`src/rtl/config_arb_pkg.sv`:
```
// Shared types and constants for the configuration source arbiter:
// ownership state encoding, CRC-32 constants and arbitration mode codes.
package config_arb_pkg;

  // Ownership lifecycle of the write path
  typedef enum logic [1:0] {
    IDLE    = 2'd0,
    OWNED   = 2'd1,
    RELEASE = 2'd2
  } arbState_e;

  // CRC-32 (MSB-first, non-reflected, no final XOR)
  localparam logic [31:0] CRC_POLY = 32'h04C1_1DB7;
  localparam logic [31:0] CRC_INIT = 32'hFFFF_FFFF;

  // Arbitration mode encodings for the PRIORITY_MODE parameter
  localparam int PRIO_FIXED = 0;
  localparam int PRIO_RR    = 1;

  // Advance the CRC register by one data bit
  function automatic logic [31:0] crcStep(input logic [31:0] crcIn, input logic dataBit);
    logic feedback;
    feedback = crcIn[31] ^ dataBit;
    crcStep  = {crcIn[30:0], 1'b0} ^ (feedback ? CRC_POLY : 32'h0000_0000);
  endfunction

endpackage

```
`src/rtl/config_rr_arbiter.sv`:
```
// Combinational request picker: lowest set index in fixed mode, or first set
// index at/after the pointer (wrapping) in round-robin mode.
module config_rr_arbiter
  import config_arb_pkg::*;
#(
  parameter int NUM_SOURCES = 3,
  parameter int OWNER_WIDTH = $clog2(NUM_SOURCES)
) (
  input  logic [NUM_SOURCES-1:0] req,
  input  logic [OWNER_WIDTH-1:0] ptr,
  input  logic                   rrMode,
  output logic [OWNER_WIDTH-1:0] grantIdx,
  output logic                   grantValid
);

  int cand;

  // Scan candidates starting at 0 (fixed) or at the pointer (round-robin)
  always_comb begin
    grantIdx   = '0;
    grantValid = 1'b0;
    cand       = 0;
    for (int k = 0; k < NUM_SOURCES; k++) begin
      cand = rrMode ? (int'(ptr) + k) : k;
      if (cand >= NUM_SOURCES) begin
        cand = cand - NUM_SOURCES;
      end
      if (!grantValid && req[cand]) begin
        grantValid = 1'b1;
        grantIdx   = OWNER_WIDTH'(cand);
      end
    end
  end

endmodule

```
`src/rtl/config_source_arbiter.sv`:
```
// N-source configuration write front-end. One source owns the write path at a
// time; ownership is handed over through a hold-off window and each new grant
// pulses FSM_Reset. Optional CRC-32 over forwarded words: CONFIG_ARB_CRC_EN.
module config_source_arbiter
  import config_arb_pkg::*;
#(
  parameter int NUM_SOURCES        = 3,
  parameter int DATA_WIDTH         = 32,
  parameter int PRIORITY_MODE      = 0,
  parameter int RELEASE_CYCLES     = 16,
  parameter int LED_STRETCH_CYCLES = 1_000_000,
  parameter int OWNER_WIDTH        = $clog2(NUM_SOURCES)
) (
  input  logic                              CLK,
  input  logic                              resetn,
  input  logic [NUM_SOURCES-1:0]            SrcActive,
  input  logic [NUM_SOURCES*DATA_WIDTH-1:0] SrcWriteData,
  input  logic [NUM_SOURCES-1:0]            SrcWriteStrobe,
  output logic [DATA_WIDTH-1:0]             ConfigWriteData,
  output logic                              ConfigWriteStrobe,
  output logic                              FSM_Reset,
  output logic                              ComActive,
  output logic [OWNER_WIDTH-1:0]            Owner,
  output logic                              OwnerValid,
  output logic                              DroppedStrobe,
  output logic                              ReceiveLED
`ifdef CONFIG_ARB_CRC_EN
  ,
  output logic [31:0]                       ConfigCRC
`endif
);

  localparam int CNT_W = (RELEASE_CYCLES < 1) ? 1 : $clog2(RELEASE_CYCLES + 1);
  localparam int LED_W = (LED_STRETCH_CYCLES < 1) ? 1 : $clog2(LED_STRETCH_CYCLES + 1);
  localparam logic RR_MODE = (PRIORITY_MODE == PRIO_RR);

  arbState_e              state;
  arbState_e              stateNext;
  logic [CNT_W-1:0]       relCnt;
  logic [CNT_W-1:0]       relCntNext;
  logic [OWNER_WIDTH-1:0] ownerNext;
  logic [OWNER_WIDTH-1:0] rrPtr;
  logic [OWNER_WIDTH-1:0] rrPtrNext;
  logic [OWNER_WIDTH-1:0] ownerSucc;
  logic [LED_W-1:0]       ledCnt;

  logic [OWNER_WIDTH-1:0] arbIdx;
  logic                   arbValid;

  logic                   grantPulse;
  logic                   fwdStrobe;
  logic                   dropNext;

  logic [DATA_WIDTH-1:0]  srcWord [NUM_SOURCES];
  logic [NUM_SOURCES-1:0] ownerMask;
  logic [DATA_WIDTH-1:0]  ownerWord;
  logic                   ownerStrobe;
  logic                   ownerActive;

  // Unpack the flat data bus into one word per source
  for (genvar i = 0; i < NUM_SOURCES; i++) begin : gUnpack
    assign srcWord[i] = SrcWriteData[i*DATA_WIDTH +: DATA_WIDTH];
  end

  // Owner-selected views of the source inputs and the owner one-hot mask
  always_comb begin
    ownerMask = '0;
    for (int i = 0; i < NUM_SOURCES; i++) begin
      ownerMask[i] = (Owner == OWNER_WIDTH'(i));
    end
    ownerWord   = srcWord[Owner];
    ownerStrobe = SrcWriteStrobe[Owner];
    ownerActive = SrcActive[Owner];
    ownerSucc   = (Owner == OWNER_WIDTH'(NUM_SOURCES - 1)) ? '0 : Owner + OWNER_WIDTH'(1);
  end

  config_rr_arbiter #(
    .NUM_SOURCES(NUM_SOURCES),
    .OWNER_WIDTH(OWNER_WIDTH)
  ) uArbiter (
    .req       (SrcActive),
    .ptr       (rrPtr),
    .rrMode    (RR_MODE),
    .grantIdx  (arbIdx),
    .grantValid(arbValid)
  );

  // Next-state logic: grant, forward, hold-off countdown and handover
  always_comb begin
    stateNext  = state;
    relCntNext = relCnt;
    ownerNext  = Owner;
    rrPtrNext  = rrPtr;
    grantPulse = 1'b0;
    fwdStrobe  = 1'b0;
    dropNext   = 1'b0;
    case (state)
      IDLE: begin
        dropNext = |SrcWriteStrobe;
        if (arbValid) begin
          stateNext  = OWNED;
          ownerNext  = arbIdx;
          grantPulse = 1'b1;
        end
      end
      OWNED: begin
        fwdStrobe = ownerStrobe;
        dropNext  = |(SrcWriteStrobe & ~ownerMask);
        if (!ownerActive) begin
          if (RELEASE_CYCLES == 0) begin
            stateNext = IDLE;
            if (RR_MODE) rrPtrNext = ownerSucc;
          end else begin
            stateNext  = RELEASE;
            relCntNext = CNT_W'(RELEASE_CYCLES);
          end
        end
      end
      RELEASE: begin
        dropNext = |SrcWriteStrobe;
        if (ownerActive) begin
          stateNext = OWNED;
        end else if (relCnt <= CNT_W'(1)) begin
          stateNext  = IDLE;
          relCntNext = '0;
          if (RR_MODE) rrPtrNext = ownerSucc;
        end else begin
          relCntNext = relCnt - CNT_W'(1);
        end
      end
      default: begin
        stateNext = IDLE;
      end
    endcase
  end

  // State, owner, round-robin pointer and hold-off counter registers
  always_ff @(posedge CLK or negedge resetn) begin
    if (!resetn) begin
      state  <= IDLE;
      relCnt <= '0;
      Owner  <= '0;
      rrPtr  <= '0;
    end else begin
      state  <= stateNext;
      relCnt <= relCntNext;
      Owner  <= ownerNext;
      rrPtr  <= rrPtrNext;
    end
  end

  // Registered forwarding path; data holds its last value between strobes
  always_ff @(posedge CLK or negedge resetn) begin
    if (!resetn) begin
      ConfigWriteData   <= '0;
      ConfigWriteStrobe <= 1'b0;
      FSM_Reset         <= 1'b0;
      DroppedStrobe     <= 1'b0;
    end else begin
      ConfigWriteStrobe <= fwdStrobe;
      FSM_Reset         <= grantPulse;
      DroppedStrobe     <= dropNext;
      if (fwdStrobe) begin
        ConfigWriteData <= ownerWord;
      end
    end
  end

  // Retriggerable activity stretcher for the receive LED
  always_ff @(posedge CLK or negedge resetn) begin
    if (!resetn) begin
      ledCnt <= '0;
    end else if (fwdStrobe) begin
      ledCnt <= LED_W'(LED_STRETCH_CYCLES);
    end else if (ledCnt != '0) begin
      ledCnt <= ledCnt - LED_W'(1);
    end
  end

  assign ReceiveLED = (ledCnt != '0);
  assign ComActive  = (state != IDLE);
  assign OwnerValid = (state == OWNED);

`ifdef CONFIG_ARB_CRC_EN
  // Fold one whole data word into the CRC, MSB first
  function automatic logic [31:0] crcWord(input logic [31:0] crcIn,
                                          input logic [DATA_WIDTH-1:0] word);
    logic [31:0] c;
    c = crcIn;
    for (int b = DATA_WIDTH - 1; b >= 0; b--) begin
      c = crcStep(c, word[b]);
    end
    return c;
  endfunction

  // Running CRC of the current session: restarts on grant, held otherwise
  always_ff @(posedge CLK or negedge resetn) begin
    if (!resetn) begin
      ConfigCRC <= CRC_INIT;
    end else if (grantPulse) begin
      ConfigCRC <= CRC_INIT;
    end else if (fwdStrobe) begin
      ConfigCRC <= crcWord(ConfigCRC, ownerWord);
    end
  end
`endif

endmodule

```
`config.mk`:
```
export PLATFORM = sky130hd
export DESIGN_NAME = config_source_arbiter
export DESIGN_NICKNAME = d
export VERILOG_FILES = /design/src/rtl/config_arb_pkg.sv /design/src/rtl/config_rr_arbiter.sv /design/src/rtl/config_source_arbiter.sv
export SDC_FILE = /design/constraint.sdc
export NUM_CORES = 1
export LEC_CHECK = 0
export CORE_ASPECT_RATIO = 0.8
export CORE_MARGIN = 2
export CORE_UTILIZATION = 48
export CTS_CLUSTER_SIZE = 24
export DETAILED_ROUTE_END_ITERATION = 8
export PLACE_DENSITY = 0.89
export SLEW_MARGIN = 10
export SYNTH_ARGS = -nofsm -noshare
export SYNTH_HDL_FRONTEND = slang
export SYNTH_HIERARCHICAL = 1
export SYNTH_SLANG_ARGS = --single-unit
```
`constraint.sdc`:
```
create_clock -name CLK -period 5.85 [get_ports CLK]
set_input_delay 1.17 -clock CLK [delete_from_list [all_inputs] [get_ports CLK]]
set_output_delay 1.17 -clock CLK [all_outputs]
set_load 0.02 [all_outputs]
```
==> run_results.csv, run 1 <==
group,metric,value,unit
clocking,cts_tree,"done",
timing,max_freq,291,MHz
yosys,yosys_most_used_dff,"dfrtp_1",
power_and_ir_drop,ir_worst_vdd,0.216,mV
timing,setup-violations-final,0,
clocking,post_cts_resized,0,
finish,syn_to_final_growth,47.1,%
drt,wl_per_cell,14.6,um
finish,seqCellArea,0.00160,mm2
worst_setup_path,cp.arrival,2270,ps
timing,slew_headroom,26.6,%
floorplan,start_util,48.8,%
worst_setup_path,r2r_start,"Owner[0]",
global_routing,grt_pass1_vias,3690,
finish,final_cell_mix,"clkdlybuf4s50_1, dfrtp_1, nor2_1",
place,portBuffers,143,
timing,hold_violations,0,
floorplan,design.die.area,0.00867,mm2
outcome,status,"completed",
clocking,clockBufferDepth,2,
finish,antennaDiodeCount,0,
worst_setup_path,critPathLaunchType,"register",
timing,worst_slew_pin_slew,1100,ps
clocking,cts_max_level,3,
drt,drtPass1Iterations,5,
drt,first_iter_violations,183,
timing,fin_worst_skew,7.00,ps
global_routing,grt_pass1_wl,17200,um
floorplan,die_y,83.7,um
yosys,yosys.cell_types.count,56,
worst_setup_path,critPathKind,"reg -> out",
yosys,synth_seq_area_share,42.0,%
yosys,syn_area,0.00381,mm2
place,place_ws,2480,ps
clocking,cts_buffers,9,
yosys,synth_edf_count,0,
clocking,cts_root_buf,"clkbuf_8",
timing,setup_tns,0,ps
timing,drv_slew,0,
worst_hold_path,holdCritStartpoint,"ConfigWriteData[27]",
floorplan,ioPinCount,144,
yosys,yosys_register_bits,64,
floorplan,num_rows,29,
yosys,avgSynthCellArea,8.64,um2
clocking,postCtsSetupRepairBufs,0,
flow_run,cap_viol_max_count,0,
finish,final_common_cell,"clkdlybuf4s50_1",
drt,routed_via_density,5.31,
finish,n_fill_cell,587,
timing,rsz0062_at_grt,"no",
power_and_ir_drop,cellLeakagePower,2.33,nW
clocking,clk_latency,340,ps
yosys,synth_warnings,6,
finish,final_layout_size_suffix_gt1_share,5.24,%
floorplan,core,0.00780,mm2
drt,drt_wl_total,10200,um
timing,finalCritPeriodShare,58.8,%
global_routing,grt_usage,24.3,%
drt,vias,3717,
finish,final_nets,702,
clocking,cts_hold_buf,0,
worst_setup_path,rrSetupSlack,2950,ps
worst_setup_path,end_kind,"primary output",
worst_setup_path,cp-startpoint,"ledCnt[13]",
clocking,cts_sinks,64,
worst_setup_path,worstPathRequired,4680,ps
floorplan,die_width,104,um
global_routing,grt_max_degree,65,
global_routing,overflow,0,
timing,setup_ws,2410,ps
worst_setup_path,cp_max_fo,5,
finish,multi_input_area,0.00213,mm2
worst_hold_path,hold_path.class,"reg -> reg",
timing,finalCriticalPeriod,3440,ps
drt,drcViolationCount,0,
yosys,syn_inst,441,
place,place_congestion,0.888,
yosys,synthArstFlopShare,100,%
place,hpwl,7420,um
global_routing,antenna_found_initial,0,
clocking,cts.clk_slew.worst_paths,70,ps
drt,final_antenna_net_count,0,
power_and_ir_drop,power-per-cell-area,439,mW/mm2
==> flip-flops by register name, summed over array words and instances, names as in the netlist <==
name,count
ConfigWriteData,32
ledCnt,20
relCnt,5
Owner,2
state,2
ConfigWriteStrobe,1
DroppedStrobe,1
FSM_Reset,1
==> kinds of logic (layout without fill, tap and decap cells) <==
logic type	count (synthesis)	in the layout	share of synthesized area (%)
simple gates	156	156	18.7
other cells	1	15	0.0985
buf+inv	37	174	3.81
compound gates	120	120	18.4
flops	64	64	42.1
fa+ha+maj	10	10	3.29
xor+xnor	13	13	2.99
mux	40	40	10.7
==> worst max-delay path: stages, from the launching register on <==
cell and delay, ps:
dfrtp_1 400, or3_1 420, nor3_1 370, nand4_1 160, clkdlybuf4s50_1 580
==> where the power goes <==
| part | internal [mW] | switching, mW |
|---|---|---|
| clock | 0.293 | 0.158 |
| sequential | 0.614 | 0.212 |
| combinational | 0.561 | 0.622 |
| total | 1.47 | 0.992 |
==> area by class of cell <==
type                       instances  area share, %
timing repair buffer             146           25.9
sequential                        64           28.6
clock buffer                      12           2.59
clock inverter                     3           1.61
multi-input combinational        354           38.0
tap                              108           2.41
inverter                          13          0.916
==> through the flow <==
stage | power, mW | instances | area [um2] | hold WS, ps | util [%]
floorplan | 1.51 | 455 | 3860 | 480 | -
global placement | 1.95 | 685 | 5370 | 462 | 68.8
detailed placement | 2.01 | 685 | 5370 | 474 | 68.8
CTS | 2.47 | 700 | 5600 | 488 | 71.8
global route | 2.64 | 700 | 5600 | 512 | 71.8
finish | 2.46 | 700 | 5600 | 482 | 71.8
==> cells in the mapped netlist, types with 3 or more instances <==
master / count / area (um2)
nor3_1: 5 / 25.0
or3_1: 6 / 37.5
inv_1: 12 / 45.0
buf_1: 3 / 11.3
nor4_1: 3 / 18.8
clkbuf_1: 18 / 67.6
nand2b_1: 3 / 18.8
ha_1: 10 / 125
nor2_1: 56 / 210
o211ai_1: 6 / 45.0
and2_1: 4 / 25.0
buf_2: 3 / 15.0
nand3_1: 4 / 20.0
a21oi_1: 41 / 205
xnor2_1: 6 / 52.6
dfrtp_1: 64 / 1600
o21ai_0: 49 / 245
mux2i_1: 37 / 370
nor2b_1: 6 / 37.5
nand2_1: 53 / 199
xor2_1: 7 / 61.3
o22ai_1: 3 / 18.8
==> path summary, 6_finish.rpt <==
path                                       endpoint  cells after the start
worst min-delay path            ConfigWriteData[27]                      2
worst max-delay path                     ReceiveLED                      4
worst min register to register  ConfigWriteData[27]                      2
min in group asynchronous       ConfigWriteData[30]                      2
worst max register to register            ledCnt[1]                      5
max in group asynchronous                  Owner[0]                      2
==> per-layer routing <==
metal / GRT usage (%) / wire (um) / up-vias
met5: 0 / 0 / -
met2: 41.7 / 5010 / 148
li1: - / - / 1809
met4: 7.13 / 145 / 0
met1: 28.6 / 4230 / 1746
met3: 9.13 / 840 / 14
Power figures use the tool's default switching activity.
==> inputs of run 2 (changes only) <==
--- a/config.mk
+++ b/config.mk
@@ -7,10 +7,10 @@
 export LEC_CHECK = 0
 export CORE_ASPECT_RATIO = 0.8
 export CORE_MARGIN = 2
-export CORE_UTILIZATION = 48
+export CORE_UTILIZATION = 40
 export CTS_CLUSTER_SIZE = 24
 export DETAILED_ROUTE_END_ITERATION = 8
-export PLACE_DENSITY = 0.89
+export PLACE_DENSITY = 0.8
 export SLEW_MARGIN = 10
 export SYNTH_ARGS = -nofsm -noshare
 export SYNTH_HDL_FRONTEND = slang
==> constraint.sdc (replaced) <==
create_clock -name CLK -period 2.9 [get_ports CLK]
set_input_delay 0.58 -clock CLK [delete_from_list [all_inputs] [get_ports CLK]]
set_output_delay 0.58 -clock CLK [all_outputs]
set_load 0.02 [all_outputs]
==> run 2 against run 1 <==
  * The flow now finishes with violations (DRC)
  * Die area is 19% higher
  * Clock-buffer cell count decreased by 1
  * Global-route usage shrank 3.4 points
  * Critical path depth is the same
  * Wire length grew 2.4%
  * Sequential share of layout area down 0.61 points
  * Utilization shrank 9.3 points
  * Flip-flop and latch count unchanged
  * Clock power rose by 120%
  * Worst hold slack got worse by 190 ps
  * Power is 110% higher
  * Clock skew about the same
  * Critical path type unchanged
  * Largest cell class unchanged
==> run_results.csv, run 2 (synthesis results as in run 1) <==
group,metric,value,unit
worst_setup_path,worstPathRequired,2320,ps
global_routing,overflow,0,
finish,final_cell_mix,"clkdlybuf4s50_1, dfrtp_1, nor2_1",
worst_setup_path,critPathLaunchType,"register",
power_and_ir_drop,p_comb_share,49.7,%
clocking,clk_latency,320,ps
finish,syn_to_final_growth,50.2,%
place,portBuffers,143,
floorplan,start_util,41.6,%
drt,routed_via_density,5.17,
clocking,postCtsSetupRepairBufs,0,
global_routing,grt_usage,20.9,%
power_and_ir_drop,seqPwrFrac,31.1,%
worst_setup_path,cp.arrival,2160,ps
power_and_ir_drop,swShare,40.7,%
floorplan,design.die.area,0.0103,mm2
drt,drt_wl_total,10500,um
drt,drtPass1Iterations,6,
drt,first_iter_violations,153,
floorplan,ioPinCount,144,
finish,n_fill_cell,755,
finish,largest_reg_flops,32,
drt,final_antenna_net_count,0,
clocking,cts_max_level,3,
clocking,cts_sinks,64,
floorplan,core,0.00915,mm2
floorplan,die_y,91.3,um
global_routing,grt_pass1_wl,17500,um
outcome,violations,"DRC",
worst_setup_path,cp_max_fo,5,
clocking,cts.clk_slew.worst_paths,60,ps
worst_setup_path,critPathKind,"reg -> out",
timing,finalCritPeriodShare,94.6,%
place,place_inst,699,
finish,reg.largest.list,"ConfigWriteData x32, ledCnt x20, relCnt x5",
finish,final_nets,709,
clocking,cts_root_buf,"clkbuf_16",
timing,setup_tns,0,ps
power_and_ir_drop,cellLeakagePower,2.38,nW
place,place_congestion,0.897,
floorplan,die_width,113,um
timing,setup-violations-final,0,
worst_hold_path,hold_path.class,"in -> async",
timing,fin_worst_skew,6.91,ps
drt,wl_per_cell,14.6,um
finish,top_register,"ConfigWriteData",
finish,antennaDiodeCount,0,
finish,final_common_cell,"clkdlybuf4s50_1",
power_and_ir_drop,pwr-share-clk,19.2,%
global_routing,grt_max_degree,41,
drt,drcViolationCount,7,
power_and_ir_drop,ir_worst_vdd,0.430,mV
timing,max_freq,364,MHz
floorplan,num_rows,31,
power_and_ir_drop,p_sw,2.07,mW
timing,finalCriticalPeriod,2740,ps
timing,slew_headroom,54.3,%
power_and_ir_drop,power-per-cell-area,887,mW/mm2
global_routing,grt_pass1_vias,3737,
worst_setup_path,end_kind,"primary output",
outcome,status,"complete, but fails checks",
clocking,clockBufferDepth,2,
finish,final_layout_size_suffix_gt1_share,6.67,%
power_and_ir_drop,p_int,3.01,mW
timing,rsz0062_at_grt,"no",
finish,fin_cells,715,
place,hpwl,7970,um
clocking,cts_buffers,9,
flow_run,cap_viol_max_count,0,
timing,drv_slew,0,
timing,worst_slew_pin_slew,686,ps
clocking,cts_tree,"done",
global_routing,antenna_found_initial,0,
drt,vias,3696,
timing,hold_violations,0,
## run 2: area by class of cell
cell class	instances	area (um2)	share of cell area (%)
inverters	13	51.3	0.897
well taps	115	144	2.52
multi-input cells	354	2130	37.3
repair buffers	153	1510	26.5
clock inverters	5	32.5	0.569
clock buffers	11	243	4.24
flip-flops and latches	64	1600	28.0
## run 2: final timing paths
path / from / endpoint / slack (ps) / depth (start not counted)
max in group asynchronous: resetn / Owner[0] / 1970 / 2
worst max-delay path: ledCnt[4] / ReceiveLED / 160 / 4
worst min-delay path: resetn / ConfigWriteData[0] / 300 / 1
worst max register to register: ledCnt[14] / ledCnt[5] / 450 / 5
min in group CLK: ConfigWriteData[10] / ConfigWriteData[10] / 480 / 2
worst min register to register: ConfigWriteData[10] / ConfigWriteData[10] / 480 / 2
## run 2: power groups by stage
stage | sequential, mW | combinational (mW) | clock, mW
after floorplan | 1.74 | 1.31 | 0
after global placement | 1.57 | 2.45 | 0
after detailed placement | 1.59 | 2.53 | 0
after CTS | 1.58 | 2.54 | 0.999
after global routing | 1.63 | 2.80 | 1.04
final | 1.58 | 2.52 | 0.975
## run 2: what timing repair did
item | in CTS | in global routing
endpoints found under the setup margin | 0 | 1
hold buffers | 0 | 0
gates resized for setup | 0 | 1
## run 2: worst max-delay path, cell delays in order, from the launching register on
cell	delay (ps)
dfrtp_1	420
nor4_1	480
and2_1	260
nand4_1	110
clkdlybuf4s50_1	570
## run 2: per-layer routing
layer / share of wire [%] / GRT usage (%)
met2: 47 / 35.4
met4: 1.5 / 5.89
met1: 42 / 26.1
met3: 9.2 / 5.94
met5: 0 / 0
## run 2: per-stage QoR
stage / hold slack [ps] / total power [mW] / area [um2] / utilization, % / setup slack [ps]
5_1_grt: 352 / 5.48 / 5720 / 62.5 / 8.76
6_report: 295 / 5.08 / 5720 / 62.5 / 156
2_1_floorplan: 284 / 3.04 / 3860 / - / 758
3_3_place_gp: 462 / 4.02 / 5440 / 59.4 / 490
4_1_cts: 311 / 5.12 / 5720 / 62.4 / 71.7
3_5_place_dp: 469 / 4.12 / 5440 / 59.4 / 416
